===== config.mk =====
export PLATFORM = sky130hd
export DESIGN_NAME = data_ram_arbiter_flat
export DESIGN_NICKNAME = d
export VERILOG_FILES = /design/src/rtl/data_ram_arb_pkg.sv /design/src/rtl/data_ram_arbiter_if.sv /design/src/rtl/data_ram_arb_mux.sv /design/src/rtl/data_ram_arbiter.sv /design/src/flat_wrapper.sv
export SDC_FILE = /design/constraint.sdc
export NUM_CORES = 1
export LEC_CHECK = 0
export BUFFER_PORTS_ARGS = -buffer_cell sky130_fd_sc_hd__buf_2
export CORE_AREA = 8 8 161 163
export CTS_BUF_LIST = sky130_fd_sc_hd__clkbuf_16
export CTS_CLUSTER_SIZE = 25
export DETAILED_ROUTE_END_ITERATION = 6
export DIE_AREA = 0 0 169 171
export RECOVER_POWER = 50
export SLEW_MARGIN = 20
export SYNTH_ARGS = -nofsm -noshare
export SYNTH_HDL_FRONTEND = slang
export SYNTH_SLANG_ARGS = --single-unit

===== constraint.sdc =====
create_clock -name clk -period 3 [get_ports clk]
set_input_delay 0.15 -clock clk [delete_from_list [all_inputs] [get_ports clk]]
set_output_delay 0.15 -clock clk [all_outputs]
set_load 0.01 [all_outputs]

===== src/rtl/data_ram_arb_pkg.sv =====
// Shared size codes, FSM state type and counter width for the data_ram arbiter.
package data_ram_arb_pkg;

    localparam logic [1:0] WBE_NONE = 2'b00;
    localparam logic [1:0] WBE_BYTE = 2'b01;
    localparam logic [1:0] WBE_HALF = 2'b10;
    localparam logic [1:0] WBE_WORD = 2'b11;

    typedef enum logic [1:0] {
        ARB_IDLE,
        ARB_PEND,
        ARB_RESP
    } arb_state_t;

    localparam int STARVE_W = 4;

endpackage


===== src/rtl/data_ram_arbiter_if.sv =====
// Debug/loader master req/gnt handshake bundle for the data_ram arbiter.
interface data_ram_arb_dbg_if #(
    parameter int ADDR_W = 32
);
    logic              dbg_req;
    logic              dbg_we;
    logic [1:0]        dbg_size;
    logic [ADDR_W-1:0] dbg_addr;
    logic [31:0]       dbg_wdata;
    logic              dbg_gnt;
    logic              dbg_rvalid;
    logic [31:0]       dbg_rdata;

    modport master (
        output dbg_req, dbg_we, dbg_size, dbg_addr, dbg_wdata,
        input  dbg_gnt, dbg_rvalid, dbg_rdata
    );

    modport slave (
        input  dbg_req, dbg_we, dbg_size, dbg_addr, dbg_wdata,
        output dbg_gnt, dbg_rvalid, dbg_rdata
    );
endinterface


===== src/rtl/data_ram_arb_mux.sv =====
// Combinational CPU/debug select onto the single data_ram port.
module data_ram_arb_mux
    import data_ram_arb_pkg::*;
#(
    parameter int ADDR_W = 32
) (
    input  logic              sel_dbg_i,
    input  logic              force_idle_i,
    input  logic              cpu_stall_i,
    input  logic [1:0]        cpu_write_byte_en_i,
    input  logic [ADDR_W-1:0] cpu_raddr_i,
    input  logic [ADDR_W-1:0] cpu_waddr_i,
    input  logic [31:0]       cpu_wdata_i,
    input  logic              dbg_we_i,
    input  logic [1:0]        dbg_size_i,
    input  logic [ADDR_W-1:0] dbg_addr_i,
    input  logic [31:0]       dbg_wdata_i,
    output logic [1:0]        ram_write_byte_en_o,
    output logic [ADDR_W-1:0] ram_raddr_o,
    output logic [ADDR_W-1:0] ram_waddr_o,
    output logic [31:0]       ram_wdata_o
);

    always_comb begin
        ram_write_byte_en_o = cpu_write_byte_en_i;
        ram_raddr_o         = cpu_raddr_i;
        ram_waddr_o         = cpu_waddr_i;
        ram_wdata_o         = cpu_wdata_i;
        if (sel_dbg_i) begin
            ram_raddr_o         = dbg_addr_i;
            ram_waddr_o         = dbg_addr_i;
            ram_wdata_o         = dbg_wdata_i;
            ram_write_byte_en_o = dbg_we_i ? dbg_size_i : WBE_NONE;
        end else if (cpu_stall_i) begin
            ram_write_byte_en_o = WBE_NONE;
        end
        // Reset must never let a stray store reach the RAM.
        if (force_idle_i) begin
            ram_write_byte_en_o = WBE_NONE;
        end
    end

endmodule


===== src/rtl/data_ram_arbiter.sv =====
// Shares data_ram between the CPU load/store path (priority) and a debug/loader master.
// Optional statistics counters are built when DATA_RAM_ARB_STATS_EN is defined.
module data_ram_arbiter
    import data_ram_arb_pkg::*;
#(
    parameter int ADDR_W       = 32,
    parameter int STARVE_LIMIT = 4
) (
    input  logic                   clk,
    input  logic                   rst,
    input  logic                   cpu_mem_active,
    input  logic [1:0]             cpu_write_byte_en,
    input  logic [ADDR_W-1:0]      cpu_raddr,
    input  logic [ADDR_W-1:0]      cpu_waddr,
    input  logic [31:0]            cpu_wdata,
    output logic [31:0]            cpu_rdata,
    output logic                   cpu_stall,
    data_ram_arb_dbg_if.slave      dbg,
    output logic [1:0]             ram_write_byte_en,
    output logic [ADDR_W-1:0]      ram_raddr,
    output logic [ADDR_W-1:0]      ram_waddr,
    output logic [31:0]            ram_wdata,
    input  logic [31:0]            ram_rdata,
    output logic [31:0]            stat_dbg_grants,
    output logic [31:0]            stat_forced_stalls
);

    arb_state_t          state_q, state_d;
    logic [STARVE_W-1:0] cnt_q, cnt_d;
    logic [31:0]         rdata_q, rdata_d;
    logic                gnt;
    logic                stall;

    always_ff @(posedge clk) begin
        if (rst) begin
            state_q <= ARB_IDLE;
            cnt_q   <= '0;
            rdata_q <= '0;
        end else begin
            state_q <= state_d;
            cnt_q   <= cnt_d;
            rdata_q <= rdata_d;
        end
    end

    always_comb begin
        state_d = state_q;
        cnt_d   = cnt_q;
        rdata_d = rdata_q;
        gnt     = 1'b0;
        stall   = 1'b0;
        unique case (state_q)
            ARB_IDLE: begin
                if (dbg.dbg_req) begin
                    if (!cpu_mem_active) begin
                        gnt = 1'b1;
                    end else begin
                        state_d = ARB_PEND;
                        cnt_d   = STARVE_W'(1);
                    end
                end
            end
            ARB_PEND: begin
                if (!cpu_mem_active) begin
                    gnt = 1'b1;
                end else if (cnt_q == STARVE_W'(STARVE_LIMIT)) begin
                    gnt   = 1'b1;
                    stall = 1'b1;
                end else begin
                    cnt_d = cnt_q + STARVE_W'(1);
                end
            end
            ARB_RESP: begin
                state_d = ARB_IDLE;
            end
            default: state_d = ARB_IDLE;
        endcase
        if (gnt) begin
            state_d = dbg.dbg_we ? ARB_IDLE : ARB_RESP;
            cnt_d   = '0;
            if (!dbg.dbg_we) begin
                rdata_d = ram_rdata;
            end
        end
        if (rst) begin
            gnt   = 1'b0;
            stall = 1'b0;
        end
    end

    assign dbg.dbg_gnt    = gnt;
    assign dbg.dbg_rvalid = (state_q == ARB_RESP) && !rst;
    assign dbg.dbg_rdata  = rdata_q;
    assign cpu_stall      = stall;
    assign cpu_rdata      = ram_rdata;

    data_ram_arb_mux #(
        .ADDR_W (ADDR_W)
    ) u_mux (
        .sel_dbg_i           (gnt),
        .force_idle_i        (rst),
        .cpu_stall_i         (stall),
        .cpu_write_byte_en_i (cpu_write_byte_en),
        .cpu_raddr_i         (cpu_raddr),
        .cpu_waddr_i         (cpu_waddr),
        .cpu_wdata_i         (cpu_wdata),
        .dbg_we_i            (dbg.dbg_we),
        .dbg_size_i          (dbg.dbg_size),
        .dbg_addr_i          (dbg.dbg_addr),
        .dbg_wdata_i         (dbg.dbg_wdata),
        .ram_write_byte_en_o (ram_write_byte_en),
        .ram_raddr_o         (ram_raddr),
        .ram_waddr_o         (ram_waddr),
        .ram_wdata_o         (ram_wdata)
    );

`ifdef DATA_RAM_ARB_STATS_EN
    logic [31:0] stat_grants_q, stat_stalls_q;

    always_ff @(posedge clk) begin
        if (rst) begin
            stat_grants_q <= '0;
            stat_stalls_q <= '0;
        end else begin
            if (gnt) stat_grants_q <= stat_grants_q + 32'd1;
            if (stall) stat_stalls_q <= stat_stalls_q + 32'd1;
        end
    end

    assign stat_dbg_grants    = stat_grants_q;
    assign stat_forced_stalls = stat_stalls_q;
`else
    assign stat_dbg_grants    = '0;
    assign stat_forced_stalls = '0;
`endif

endmodule


===== src/flat_wrapper.sv =====
// flat-port wrapper written by rule: the top's interface ports become plain ports
module data_ram_arbiter_flat import data_ram_arb_pkg::*;
#(
    parameter int ADDR_W       = 32,
    parameter int STARVE_LIMIT = 4
)
  (clk, rst, cpu_mem_active, cpu_write_byte_en, cpu_raddr, cpu_waddr, cpu_wdata, cpu_rdata, cpu_stall, ram_write_byte_en, ram_raddr, ram_waddr, ram_wdata, ram_rdata, stat_dbg_grants, stat_forced_stalls, dbg_dbg_req, dbg_dbg_we, dbg_dbg_size, dbg_dbg_addr, dbg_dbg_wdata, dbg_dbg_gnt, dbg_dbg_rvalid, dbg_dbg_rdata);
  data_ram_arb_dbg_if #(.ADDR_W(ADDR_W)) dbg_i ();
  input  logic clk;
  input  logic rst;
  input  logic cpu_mem_active;
  input  logic [1:0] cpu_write_byte_en;
  input  logic [ADDR_W-1:0] cpu_raddr;
  input  logic [ADDR_W-1:0] cpu_waddr;
  input  logic [31:0] cpu_wdata;
  output logic [31:0] cpu_rdata;
  output logic cpu_stall;
  output logic [1:0] ram_write_byte_en;
  output logic [ADDR_W-1:0] ram_raddr;
  output logic [ADDR_W-1:0] ram_waddr;
  output logic [31:0] ram_wdata;
  input  logic [31:0] ram_rdata;
  output logic [31:0] stat_dbg_grants;
  output logic [31:0] stat_forced_stalls;
  input wire logic [$bits(dbg_i.dbg_req)-1:0] dbg_dbg_req;
  input wire logic [$bits(dbg_i.dbg_we)-1:0] dbg_dbg_we;
  input wire logic [$bits(dbg_i.dbg_size)-1:0] dbg_dbg_size;
  input wire logic [$bits(dbg_i.dbg_addr)-1:0] dbg_dbg_addr;
  input wire logic [$bits(dbg_i.dbg_wdata)-1:0] dbg_dbg_wdata;
  output wire logic [$bits(dbg_i.dbg_gnt)-1:0] dbg_dbg_gnt;
  output wire logic [$bits(dbg_i.dbg_rvalid)-1:0] dbg_dbg_rvalid;
  output wire logic [$bits(dbg_i.dbg_rdata)-1:0] dbg_dbg_rdata;
  assign dbg_i.dbg_req = dbg_dbg_req;
  assign dbg_i.dbg_we = dbg_dbg_we;
  assign dbg_i.dbg_size = dbg_dbg_size;
  assign dbg_i.dbg_addr = dbg_dbg_addr;
  assign dbg_i.dbg_wdata = dbg_dbg_wdata;
  assign dbg_dbg_gnt = dbg_i.dbg_gnt;
  assign dbg_dbg_rvalid = dbg_i.dbg_rvalid;
  assign dbg_dbg_rdata = dbg_i.dbg_rdata;
  data_ram_arbiter #(.ADDR_W(ADDR_W), .STARVE_LIMIT(STARVE_LIMIT)) u_core (.clk(clk), .rst(rst), .cpu_mem_active(cpu_mem_active), .cpu_write_byte_en(cpu_write_byte_en), .cpu_raddr(cpu_raddr), .cpu_waddr(cpu_waddr), .cpu_wdata(cpu_wdata), .cpu_rdata(cpu_rdata), .cpu_stall(cpu_stall), .dbg(dbg_i), .ram_write_byte_en(ram_write_byte_en), .ram_raddr(ram_raddr), .ram_waddr(ram_waddr), .ram_wdata(ram_wdata), .ram_rdata(ram_rdata), .stat_dbg_grants(stat_dbg_grants), .stat_forced_stalls(stat_forced_stalls));
endmodule

-- Word level (Yosys, flattened, before mapping)
Cells that the tools add are included.
- input bits: 201
- output and inout port bits: 229
- logic and storage cells: 49
- flip-flop bits (word level): 38
- add/subtract/negate cells: 1
- multiplexer cells: 26
- reductions and logical operators: 8
- equality and inequality tests: 10
- bitwise logic cells: 1
- operators with widths (operator ; number):
    $mux 32 ; 3
    $mux 2 ; 8
    $mux 4 ; 4
    $mux 1 ; 8
    $ne 2x2->1 const B ; 4
    $pmux 4 s2 ; 1
    $ne 3x2->1 const B ; 2
    $reduce_and 5->1 ; 1
    $add 4x1->4 const B ; 1
    $eq 4x3->1 const B ; 1
    $pmux 2 s2 ; 1
    $reduce_and 3->1 ; 1
    $eq 2x1->1 const B ; 1
    $eq 2x2->1 const B ; 1
    $logic_not 2->1 ; 1
    $ne 2x1->1 const B ; 1
    $pmux 1 s2 ; 1
    $reduce_and 2->1 ; 1
    $reduce_bool 2->1 ; 1
    $reduce_or 2->1 ; 1
    $logic_and 1x1->1 ; 1
    $logic_not 1->1 ; 1
    $not 1->1 ; 1

-- Depth between registers and ports, before layout
- word-level depth: 8
- depth in mapped cells: 7
- depth with buffers taken out: 5

-- Hierarchy
From an unflattened synthesis, not the netlist that was laid out.
- cell total of the unflattened synthesis: 453
- area total of the unflattened synthesis: 3377.0 µm²
- by module, submodules not included (module ; cells an instance ; area each (µm²) ; instances):
    data_ram_arbiter ; 240 ; 2218.4 ; 1
    data_ram_arb_mux ; 213 ; 1158.6 ; 1

-- Worst setup path after synthesis
OpenSTA, ideal clock, no wires.
- path type: register -> output
- start: register u_core.cnt_q[0]
- end: output port ram_raddr[13]
- slack: 1.154 ns
- cell stages (with the launch flop): 8
- data arrival time: 1.696 ns
- cell sequence: dfxtp_1 > inv_1 > ha_1 > nand4b_4 > a21oi_4 > buf_6 > buf_6 > mux2_1
- cells in the longest elaborated chain, start to end: 6
- ends and longest elaborated chain (what ; RTL line ; text):
    from (decl) ; data_ram_arbiter.sv:29 ; logic [STARVE_W-1:0] cnt_q, cnt_d;
    from (signal assigned) ; data_ram_arbiter.sv:41 ; cnt_q <= cnt_d;
    $eq 4x3->1 ; data_ram_arbiter.sv:66 ; end else if (cnt_q == STARVE_W'(STARVE_LIMIT)) begin
    $mux 1 ; data_ram_arbiter.sv:66 ;
    $mux 1 ; data_ram_arbiter.sv:64 ; if (!cpu_mem_active) begin
    $pmux 1 s2 ; data_ram_arbiter.sv:52 ; unique case (state_q)
    $mux 1 ; data_ram_arbiter.sv:85 ; if (rst) begin
    $mux 32 ; data_ram_arb_mux.sv:29 ; if (sel_dbg_i) begin
    to (decl) ; flat_wrapper.sv:19 ; output logic [ADDR_W-1:0] ram_raddr;
No other way between the ends.

-- Worst setup path in the final report
- start: register u_core.cnt_q[0]
- end: output port ram_waddr[0]
- cells in the longest elaborated chain, start to end: 6
- ends and longest elaborated chain (what ; RTL line ; text):
    $eq 4x3->1 ; data_ram_arbiter.sv:66 ;
    $mux 1 ; data_ram_arbiter.sv:66 ;
    $mux 1 ; data_ram_arbiter.sv:64 ;
    $pmux 1 s2 ; data_ram_arbiter.sv:52 ;
    $mux 1 ; data_ram_arbiter.sv:85 ;
    $mux 32 ; data_ram_arb_mux.sv:29 ;
    to (decl) ; flat_wrapper.sv:20 ; output logic [ADDR_W-1:0] ram_waddr;
No other way between the ends.

==> flow_metrics.py <==
metrics = {
    "yosys": {
        "yosysSeqAreaShare": 0.201,
        "synth_edf_count": 0,
        "synth_cells": 396,
        "avgSynthCellArea_sq_um": 9.58,
        "synth.yosys.warnings": 0,
        "synth_seq_cells": 38,
        "synthArstFlopShare": 0,
        "synth_area_sq_mm": 0.00379,
        "ys.flop_type": "dfxtp_1",
        "netlist-cell-type-count": 37,
    },
    "power": {
        "peakVddDrop_mv": 0.166,
        "p_seq_frac": 0.314,
        "p_clk_frac": 0.294,
        "cellLeakagePower_nw": 2.54,
        "switching_share": 0.338,
        "pwr-share-comb": 0.392,
        "intPower_mw": 1.13,
        "switchingPower_mw": 0.578,
        "power.density_mw_per_mm2": 312,
    },
    "sta": {
        "fin_crit_ns": 2.65,
        "period_share": 0.883,
        "clock.fmax_mhz": 377,
        "worst-slew-pin-transition_ns": 1.15,
        "hold_viol": 0,
        "skew_ns": 0.00369,
        "relSlewSlack": 0.237,
        "holdWs_ns": 0.0788,
        "slew_violations": 0,
        "rsz0062_at_grt": "no",
        "fin_setup_tns_ns": 0,
        "setup_viol": 0,
    },
    "global_routing": {
        "grt_max_degree": 75,
        "grt.total_usage": 0.125,
        "antenna_found_initial": 8,
        "grt_pass1_vias": 4159,
        "overflow": 0,
        "grt_pass1_wl_mm": 27.4,
    },
    "routing": {
        "drtIter0Drc": 156,
        "post-route-drc-count": 0,
        "vias": 3865,
        "routed_wl_mm": 19.6,
        "ant_nets": 0,
        "wl_per_cell_um": 18.9,
        "drt-pass1-iter-count": 4,
        "drt-vias-per-instance": 3.72,
    },
    "worst_setup_path": {
        "worst_r2r_startpoint": "u_core.cnt_q[0]$_SDFFE_PP0P_",
        "crit_path_end_kind": "output port",
        "cpPeakStageDelay_ns": 0.47,
        "worst_ep_arrival_time_ns": 2.50,
        "cp_cell_sequence": "inv_1 -> ha_1 -> nand4b_4 -> a21oi_4 -> buf_4 -> mux2_2 -> buf_2",
        "critPathKind": "register to output port",
        "start_kind": "register",
        "reg2regPathDepth": 6,
        "r2r_end": "u_core.dbg.dbg_rdata[16]$_SDFFE_PP0P_",
        "r2r_slack_ns": 0.71,
        "crit_required_ns": 2.85,
        "critPathSlowestCell": "buf_4",
        "worstPathMaxFanout": 43,
    },
    "cts": {
        "cts_tree": "yes",
        "post_cts_resized": 0,
        "cts.sinks": 38,
        "clock_latency_ns": 0.28,
        "cts.clk_slew.worst_paths_ns": 0.06,
        "hold_buffers": 0,
        "root_buffer": "clkbuf_16",
        "htreeDepth": 2,
        "post-cts-setup-buffer-count": 0,
        "clock_path_buffers": 2,
        "numCtsBuffers": 5,
    },
    "layout": {
        "postLayoutCoreUtil": 0.236,
        "seqCellArea_sq_um": 761,
        "fin_nets": 919,
        "syn_to_final_growth_pct": 44.9,
        "multi_input_area_sq_mm": 0.00240,
        "final_cells": 1038,
        "num-fill-cells": 2661,
        "fin_area_sq_mm": 0.00549,
        "drive_above_1_share": 0.559,
    },
    "placed_design": {
        "placedCellCount": 1028,
        "place_area_sq_mm": 0.00544,
        "port_buffers": 365,
        "gp_congestion": 0.924,
        "dpl.hpwl_mm": 17.3,
    },
    "min_path": {
        "holdPathStages": 2,
        "hp-class": "input port to register",
        "holdCritStartpoint": "dbg_dbg_we",
        "hold_end": "u_core.state_q[1]$_SDFFE_PP0P_",
    },
    "floorplan": {
        "start_util": 0.163,
        "die_width_um": 169,
        "boundaryPins": 430,
        "row_count": 56,
        "coreArea_sq_mm": 0.0233,
        "die_h_um": 171,
        "die_area_sq_mm": 0.0289,
    },
    "run_status": {
        "status": "finished clean",
    },
    "flow_run": {
        "drv_cap": 0,
    },
}
==> metal layers <==
layer,global-route usage,vias up,wire length (um)
met2,0.212,224,9190
met3,0.0682,31,2490
li1,-,1838,-
met5,0,-,77
met1,0.134,1760,7480
met4,0.0331,12,359
==> flip-flops by register name (all words and copies together), names as in the netlist <==
signal,count
u_core.state_q,2
u_core.cnt_q,4
u_core.dbg.dbg_rdata,32
==> area by class of cell <==
class,instances,share of cell area
Antenna cell,2,0.000911
Clock buffer,5,0.0228
Clock inverter,3,0.00228
Tap cell,319,0.0726
Inverter,3,0.00205
Timing Repair Buffer,369,0.325
Multi-Input combinational cell,299,0.436
Sequential cell,38,0.138
==> cells in the mapped netlist (3+ instances only) <==
master,count,area [sq um]
nor4_1,7,43.8
a31oi_1,5,31.3
clkbuf_1,8,30.0
inv_1,3,11.3
mux2_1,10,113
mux2i_1,32,320
mux2_2,86,968
nand2b_1,65,407
dfxtp_1,38,761
buf_4,108,811
==> worst max path at each step <==
| stage | from | endpoint | slack [ns] | cells past startpoint |
|---|---|---|---|---|
| 2_1_floorplan | u_core.cnt_q[0]$_SDFFE_PP0P_ | ram_raddr[13] | 1.15 | 7 |
| 3_3_place_gp | u_core.cnt_q[0]$_SDFFE_PP0P_ | ram_raddr[0] | 0.70 | 7 |
| 3_5_place_dp | u_core.cnt_q[0]$_SDFFE_PP0P_ | ram_raddr[0] | 0.66 | 7 |
| 4_1_cts | u_core.cnt_q[0]$_SDFFE_PP0P_ | ram_raddr[0] | 0.35 | 7 |
| 5_1_grt | u_core.cnt_q[0]$_SDFFE_PP0P_ | ram_waddr[0] | 0.22 | 7 |
| 6_report | u_core.cnt_q[0]$_SDFFE_PP0P_ | ram_waddr[0] | 0.35 | 7 |
==> logic make-up after synthesis <==
logic type | Yosys count | share of synthesized area
buf+inv | 122 | 0.232
other cells | 1 | 0.000989
simple gates | 88 | 0.151
fa+ha+maj | 2 | 0.00660
mux | 128 | 0.370
flops | 38 | 0.201
compound gates | 17 | 0.0389
==> per-stage QoR <==
step | setup WS (ns) | power [mW]
after floorplan | 1.15 | 0.972
after global placement | 0.698 | 1.23
after detailed placement | 0.655 | 1.23
after CTS | 0.348 | 1.75
after global routing | 0.217 | 1.82
final | 0.350 | 1.71
==> worst max-delay path, delay by kind of cell (launching register included) <==
family | cells | cell delay (ns)
AO/OA/AOI/OAI | 1 | 0.22
AND/OR/NAND/NOR | 1 | 0.21
adder cells (fa/ha/maj) | 1 | 0.22
flip-flops | 1 | 0.36
multiplexers | 1 | 0.46
buffers and inverters | 3 | 0.71
==> layout by cell type (no fill, tap or decap), drive strengths merged, types with 3 or more instances in the layout <==
| master | synthesis | routed |
|---|---|---|
| buf | 111 | 302 |
| mux2 | 96 | 96 |
| clkbuf | 8 | 72 |
| nand2b | 65 | 65 |
| conb | 1 | 64 |
| dfxtp | 38 | 38 |
| mux2i | 32 | 32 |
| nor4 | 7 | 7 |
| a31oi | 5 | 5 |
| inv | 3 | 4 |
| a21oi | 3 | 3 |
| o21bai | 3 | 3 |
==> power groups by stage <==
stage	Clock (mW)	Sequential (mW)	Combinational [mW]
final	0.502	0.538	0.671
after global placement	0	0.547	0.684
after global routing	0.549	0.540	0.726
after detailed placement	0	0.549	0.685
after floorplan	0	0.554	0.418
after CTS	0.528	0.537	0.689
Note: power is estimated with default switching activity, not from simulation.
